===== src/rtl/mld_15_7_decoder_pkg.sv =====
// Shared constants, types and the syndrome shift function for the (15,7) majority-logic decoder.
package mld_15_7_decoder_pkg;

    localparam int unsigned N  = 15;
    localparam int unsigned K  = 7;
    localparam int unsigned NK = N - K;

    // g(x) = 1 + x^4 + x^6 + x^7 + x^8, bit i holds the coefficient of x^i
    localparam logic [NK:0] GenMask = 9'b1_1101_0001;

    localparam int unsigned CntW = 4;

    typedef enum logic [1:0] {
        StIdle,
        StLoad,
        StDecode
    } state_e;

    // Operation requested of the syndrome register in a given cycle
    typedef enum logic [1:0] {
        SynHold,
        SynClear,
        SynStart,
        SynShift
    } syn_op_e;

    // s' = x*s mod g(x) + din; the input enters at x^0 and the taps see only s7
    function automatic logic [NK-1:0] syn_shift(input logic [NK-1:0] s, input logic din);
        logic [NK-1:0] r;
        r    = {s[NK-2:0], 1'b0} ^ ({NK{s[NK-1]}} & GenMask[NK-1:0]);
        r[0] = r[0] ^ din;
        return r;
    endfunction

endpackage


===== src/rtl/mld_15_7_syndrome_unit.sv =====
// Syndrome register with feedback, four orthogonal check sums and the majority gate.
module mld_15_7_syndrome_unit
    import mld_15_7_decoder_pkg::*;
(
    input  logic    clk,
    input  logic    reset,
    input  syn_op_e op,
    input  logic    din,
    input  logic    corr_en,
    output logic    maj
);

    logic [NK-1:0] syn_q, syn_d;
    logic          a1, a2, a3, a4;
    logic [2:0]    votes;

    // Check sums orthogonal on the buffer head, and the majority vote over them
    always_comb begin
        a1    = syn_q[7];
        a2    = syn_q[3];
        a3    = syn_q[0] ^ syn_q[2] ^ syn_q[6];
        a4    = syn_q[1] ^ syn_q[5];
        votes = 3'(a1) + 3'(a2) + 3'(a3) + 3'(a4);
        maj   = corr_en & (votes >= 3'd3);
    end

    // Next syndrome value for the requested operation
    always_comb begin
        syn_d = syn_q;
        case (op)
            SynHold:  syn_d = syn_q;
            SynClear: syn_d = '0;
            SynStart: syn_d = syn_shift('0, din);
            SynShift: syn_d = syn_shift(syn_q, din);
            default:  syn_d = syn_q;
        endcase
    end

    // Syndrome register
    always_ff @(posedge clk or negedge reset) begin
        if (!reset) begin
            syn_q <= '0;
        end else begin
            syn_q <= syn_d;
        end
    end

endmodule


===== src/rtl/mld_15_7_decoder.sv =====
// Serial Type-I majority-logic decoder for the (15,7) cyclic code, r14 first in and out.
module mld_15_7_decoder
    import mld_15_7_decoder_pkg::*;
(
    input  logic clk,
    input  logic reset,
    input  logic load,
    input  logic received_bit_stream,
    input  logic correct_errors,
    output logic decoded_bit_stream
);

    state_e          state_q, state_d;
    logic [CntW-1:0] cnt_q, cnt_d;
    logic [N-1:0]    buf_q, buf_d;
    logic            corr_en_q, corr_en_d;
    logic            dec_q, dec_d;
    syn_op_e         syn_op;
    logic            syn_din;
    logic            maj;

    mld_15_7_syndrome_unit u_syndrome (
        .clk     (clk),
        .reset   (reset),
        .op      (syn_op),
        .din     (syn_din),
        .corr_en (corr_en_q),
        .maj     (maj)
    );

    // FSM next state, buffer/counter updates, syndrome control and output bit
    always_comb begin
        state_d   = state_q;
        cnt_d     = cnt_q;
        buf_d     = buf_q;
        corr_en_d = corr_en_q;
        dec_d     = 1'b0;
        syn_op    = SynHold;
        syn_din   = 1'b0;

        case (state_q)
            StIdle: begin
                if (load) begin
                    buf_d     = {buf_q[N-2:0], received_bit_stream};
                    syn_op    = SynStart;
                    syn_din   = received_bit_stream;
                    corr_en_d = correct_errors;
                    cnt_d     = CntW'(1);
                    state_d   = StLoad;
                end
            end
            StLoad: begin
                if (load) begin
                    buf_d     = {buf_q[N-2:0], received_bit_stream};
                    syn_op    = SynShift;
                    syn_din   = received_bit_stream;
                    corr_en_d = correct_errors;
                    if (cnt_q == CntW'(N - 1)) begin
                        cnt_d   = '0;
                        state_d = StDecode;
                    end else begin
                        cnt_d = cnt_q + CntW'(1);
                    end
                end else begin
                    // Short block: drop it and start over
                    syn_op  = SynClear;
                    cnt_d   = '0;
                    state_d = StIdle;
                end
            end
            StDecode: begin
                dec_d   = buf_q[N-1] ^ maj;
                syn_op  = SynShift;
                syn_din = maj;
                buf_d   = {buf_q[N-2:0], 1'b0};
                if (cnt_q == CntW'(N - 1)) begin
                    cnt_d   = '0;
                    state_d = StIdle;
                end else begin
                    cnt_d = cnt_q + CntW'(1);
                end
            end
            default: begin
                state_d = StIdle;
                cnt_d   = '0;
            end
        endcase
    end

    // State, buffer, counter, correction flag and output registers
    always_ff @(posedge clk or negedge reset) begin
        if (!reset) begin
            state_q   <= StIdle;
            cnt_q     <= '0;
            buf_q     <= '0;
            corr_en_q <= 1'b0;
            dec_q     <= 1'b0;
        end else begin
            state_q   <= state_d;
            cnt_q     <= cnt_d;
            buf_q     <= buf_d;
            corr_en_q <= corr_en_d;
            dec_q     <= dec_d;
        end
    end

    assign decoded_bit_stream = dec_q;

endmodule


===== config.mk =====
export PLATFORM = sky130hd
export DESIGN_NAME = mld_15_7_decoder
export DESIGN_NICKNAME = d
export VERILOG_FILES = /design/src/rtl/mld_15_7_decoder_pkg.sv /design/src/rtl/mld_15_7_syndrome_unit.sv /design/src/rtl/mld_15_7_decoder.sv
export SDC_FILE = /design/constraint.sdc
export NUM_CORES = 1
export LEC_CHECK = 0
export CORE_UTILIZATION = 50
export DETAILED_ROUTE_END_ITERATION = 16
export HOLD_SLACK_MARGIN = 0.06
export PLACE_DENSITY = 0.68
export SYNTH_ARGS = -nofsm -noshare
export SYNTH_HDL_FRONTEND = slang
export SYNTH_SLANG_ARGS = --single-unit

===== constraint.sdc =====
create_clock -name clk -period 3.2 [get_ports clk]
set_clock_uncertainty 0.1 [all_clocks]
set_input_delay 0.8 -clock clk [delete_from_list [all_inputs] [get_ports clk]]
set_output_delay 0.8 -clock clk [all_outputs]
set_load 0.02 [all_outputs]

**Word-level counts from Yosys, hierarchy flattened**

Index checks and enable logic that the tools add are counted.
W data, S select, Z words.

- Input bits: 5
- Bits in registers: 31

- Reduce and logical (&&, ||, !) cells: 7
- Equality and inequality tests: 10
- Bitwise logic cells: 7
- Add/subtract/negate cells: 4
- Muxes and demuxes: 18
- Magnitude comparators: 1

Operator list:

| kind | number |
|---|---|
| $pmux W15 S2 | 1 |
| $pmux W8 S3 | 1 |
| $mux W15 | 1 |
| $mux W2 | 6 |
| $mux W4 | 3 |
| $pmux W2 S3 | 2 |
| $pmux W4 S3 | 1 |
| $xor A8 B8 Y8 | 1 |
| $add A3 B1 Y3 | 2 |
| $eq A2 B2 Y1 const B | 3 |
| $xor A1 B1 Y1 | 5 |
| $add A4 B1 Y4 const B | 1 |
| $eq A2 B1 Y1 const B | 2 |
| $eq A4 B4 Y1 const B | 1 |
| $logic_not A2 Y1 | 2 |
| $ne A2 B2 Y1 const B | 2 |
| $reduce_and A2 Y1 | 2 |
| $ge A3 B2 Y1 const B | 1 |
| $ne A3 B3 Y1 const B | 1 |
| $reduce_and A3 Y1 | 1 |
| $add A1 B1 Y2 | 1 |
| $mux W1 | 2 |
| $ne A2 B1 Y1 const B | 1 |
| $pmux W1 S2 | 1 |
| other kinds (3) | 3 |

**Logic depth before layout (Yosys ltp)**

- Depth after elaboration: 9
- Mapped depth: 9
- Depth with buffers taken out: 9

**Hierarchy**

A second synthesis with hierarchy kept.

- Cell total of the unflattened synthesis: 124
- Area, all modules: 1570.3 um2

Modules (own cells, without submodules):

| module | cells an instance | area an instance (um2) | times used |
|---|---|---|---|
| mld_15_7_decoder | 86 | 1108.6 | 1 |
| mld_15_7_syndrome_unit | 38 | 461.7 | 1 |

**Worst setup path after synthesis**

No wires, ideal clock.

- Path type: flip-flop to flip-flop
- Start point: register u_syndrome.syn_q[7]
- End point: register u_syndrome.syn_q[0]
- Data arrival time: 2105 ps
- Stages on the path, launching flop included: 10
- Data required time: 2974 ps
- Period minus slack after synthesis: 2331 ps
- Slack: 869 ps
- Path through: dfrtp_1 > ha_1 > inv_1 > fa_1 > inv_1 > ha_1 > nor2b_1 > o2111ai_1 > a221oi_1 > a311o_1

- Word-level cells in the longest chain between the ends: 8

RTL lines:

| item | line | RTL |
|---|---|---|
| start: declaration | mld_15_7_syndrome_unit.sv:13 | `logic [NK-1:0] syn_q, syn_d;` |
| start signal: assignment | mld_15_7_syndrome_unit.sv:44 | `syn_q <= syn_d;` |
| $add A1 B1 Y2 | mld_15_7_syndrome_unit.sv:23 | `votes = 3'(a1) + 3'(a2) + 3'(a3) + 3'(a4);` |
| $add A3 B1 Y3 (2 in series) | mld_15_7_syndrome_unit.sv:23 |  |
| $ge A3 B2 Y1 | mld_15_7_syndrome_unit.sv:24 | `maj = corr_en & (votes >= 3'd3);` |
| $and A1 B1 Y1 | mld_15_7_syndrome_unit.sv:24 |  |
| $pmux W1 S2 | mld_15_7_decoder.sv:41 | `case (state_q)` |
| $xor A1 B1 Y1 | mld_15_7_decoder_pkg.sv:31 | `r[0] = r[0] ^ din;` |
| $pmux W8 S3 * | mld_15_7_syndrome_unit.sv:30 | `case (op)` |

Mark *: on every way between the ends. The rest lies on a longest branch, timed or not.
A chain may end at the register's enable or synchronous reset.

**Worst setup path in the final report**

Ends and elaborated chain as after synthesis.

==> results.cfg <==
[sta]
setup_viol = 0
worst_slack_ns = 0.702
tns_ns = 0
hold_viol_final = 0
slew_headroom = 0.650
hold_ws_ns = 0.403
finalCriticalPeriod_ns = 2.50
period_share = 0.781
worst_pin_slew_ns = 0.523
rsz0062_at_grt = false
max_freq_mhz = 400
drv_slew = 0

[cts]
cts_max_level = 2
cts-resized-gates = 0
cts_buffer_depth = 2
cts_setup_buffers = 0
cts_buffers = 5
cts_hold_buf = 0
clk_latency_ns = 0.33
cts_tree = built
cts.clk_slew.worst_paths_ns = 0.10
cts_num_sinks = 31
cts_root_buffer = clkbuf_4

[detailed_routing]
drc = 2
drtAntennaViolNets = 0
vias_per_cell = 5.59
drt-total-wl_mm = 2.44
vias = 984
wire_per_inst_um = 13.8
drt-pass1-iter-count = 10
dr.first_iter.drc_count = 33

[run_status]
run_status = complete, but fails checks
violations = design-rule violations

[worst_setup_path]
cp_data_required_time_ns = 3.32
worst-path-max-fanout = 6
endpoint_kind = flip-flop
start_kind = flip-flop
arrival_ns = 2.62
critPathKind = flip-flop to flip-flop

[logic_synthesis]
syn_inst = 137
synth_top_cell_by_area = dfrtp_1
syn-cell-area_um2 = 1520
synth_seq_cells = 31
syn_nets = 151
yosys_warnings = 0
yosysSeqAreaShare = 0.511
synth_cell_types = 28
avgSynthCellArea_um2 = 11.1
synth_top_area_frac = 0.511
synthTopCellsByArea = dfrtp_1 51%, mux2_2 11%, ha_1 6.6%

[floorplan]
dieArea_um2 = 3260
start_util = 0.541
io_pins = 6
std_cell_rows = 19
core_area_um2 = 2810
die_w_um = 57.1
die_h_um = 57.1

[finish]
drive_gt1_frac = 0.193
syn_to_final_growth_pct = 10.7
layout.nets = 159
finalNonFillerCells = 176
fillers = 244
fin_area_um2 = 1680
diodes = 0
finish.utilization = 0.599

[grt]
grtUsageTotal = 0.181
grt_max_degree = 32
grt_pass1_vias = 1009
grt_overflow = 0
grt_pass1_wl_mm = 4.38
grt_antenna_before_repair = 0

[job]
cap_violations = 0

[place]
place_area_um2 = 1610
dp.cells = 169
portBuffers = 5
dp_hpwl_mm = 1.72
dp_slack_ns = 0.614
globalplace.congestion = 0.863

[power_and_ir_drop]
vdd_ir_drop_max_v = 0.000310
total_leakage_power_nw = 0.766
power.total_mw = 1.09
power.density_nw_per_um2 = 651

[worst_hold_path]
hold_path.class = flip-flop to flip-flop
==> worst max-delay path, stage by stage, from the launching register on <==
cell	delay, ns
dfrtp_1	0.48
ha_1	0.33
inv_1	0.06
fa_1	0.40
inv_1	0.07
ha_1	0.21
nor2b_1	0.14
o2111ai_1	0.21
a221oi_1	0.11
a311o_1	0.29
==> layout make-up <==
type                            instances  area, µm²  area share
Clock buffer                            6       41.3      0.0246
Clock inverter                          1       30.0      0.0179
Inverter                               10       37.5      0.0223
Multi-Input combinational cell         90        679       0.404
Sequential cell                        31        776       0.462
Tap cell                               31       38.8      0.0231
Timing Repair Buffer                    7       77.6      0.0462
==> synthesized netlist by cell type <==
| cell type | n |
|---|---|
| inv_1 | 10 |
| a22oi_1 | 1 |
| fa_1 | 1 |
| nor3_1 | 2 |
| buf_2 | 2 |
| nor2_1 | 2 |
| o2111ai_1 | 1 |
| a221oi_1 | 1 |
| o21ai_2 | 2 |
| ha_1 | 8 |
| nor2b_1 | 2 |
| nand3b_4 | 1 |
| and4b_1 | 1 |
| o21ai_0 | 8 |
| mux2_2 | 15 |
| clkbuf_1 | 4 |
| o31ai_1 | 1 |
| xor2_1 | 4 |
| o21a_1 | 1 |
| xnor2_1 | 2 |
| a21boi_2 | 1 |
| a311o_1 | 1 |
| a21oi_1 | 2 |
| and2_4 | 1 |
| nand3_1 | 2 |
| dfrtp_1 | 31 |
| nand2_1 | 23 |
| o22ai_1 | 7 |
==> kinds of logic (layout without fill, tap and decap cells) <==
kind of cell | Yosys count | in the layout | synth area share
compound gates | 26 | 26 | 0.114
fa+ha+maj | 9 | 9 | 0.0791
xor+xnor | 6 | 6 | 0.0346
buf+inv | 16 | 24 | 0.0412
simple gates | 34 | 34 | 0.109
mux | 15 | 15 | 0.111
flops | 31 | 31 | 0.511
==> power by group <==
| part | switching, mW | leakage (nW) | internal [mW] |
|---|---|---|---|
| logic | 0.128 | 0.325 | 0.129 |
| registers | 0.0638 | 0.402 | 0.486 |
| clock network | 0.125 | 0.0383 | 0.161 |
==> registers in the layout (all words and copies together), names as in the netlist <==
register / count
state_q: 2
decoded_bit_stream: 1
u_syndrome.syn_q: 8
corr_en_q: 1
buf_q: 15
cnt_q: 4
==> placed cells by master, fill, tap and decap left out, types with 2 or more instances in the layout <==
master / instances
nor2_1: 2
nor2b_1: 2
inv_1: 10
nand3_1: 2
mux2_2: 15
ha_1: 8
dfrtp_1: 31
o21ai_2: 2
clkbuf_4: 5
a21oi_1: 2
xnor2_1: 2
nand2_1: 23
clkdlybuf4s50_1: 5
o22ai_1: 7
nor3_1: 2
xor2_1: 4
o21ai_0: 8
==> metal layers <==
layer  global-route usage  vias to the layer above  routed length, µm
li1                     -                      487                  -
met1                0.216                      478               1160
met2                0.297                       13               1150
met3               0.0680                        6                 91
met4               0.0732                        0                 42
met5                    0                        -                  0
==> path summary, 6_finish.rpt <==
path / startpoint / slack, ns / end / cells after the start
worst max register to register: u_syndrome.syn_q[7]$_DFFE_PN0P_ / 0.70 / u_syndrome.syn_q[0]$_DFFE_PN0P_ / 9
worst min-delay path: buf_q[0]$_DFFE_PN0P_ / 0.40 / buf_q[0]$_DFFE_PN0P_ / 2
worst min register to register: buf_q[0]$_DFFE_PN0P_ / 0.40 / buf_q[0]$_DFFE_PN0P_ / 2
max in group asynchronous: reset / 1.95 / buf_q[3]$_DFFE_PN0P_ / 2
worst max-delay path: u_syndrome.syn_q[7]$_DFFE_PN0P_ / 0.70 / u_syndrome.syn_q[0]$_DFFE_PN0P_ / 9
min in group asynchronous: reset / 0.75 / u_syndrome.syn_q[0]$_DFFE_PN0P_ / 2
Power figures use the tool's default switching activity.
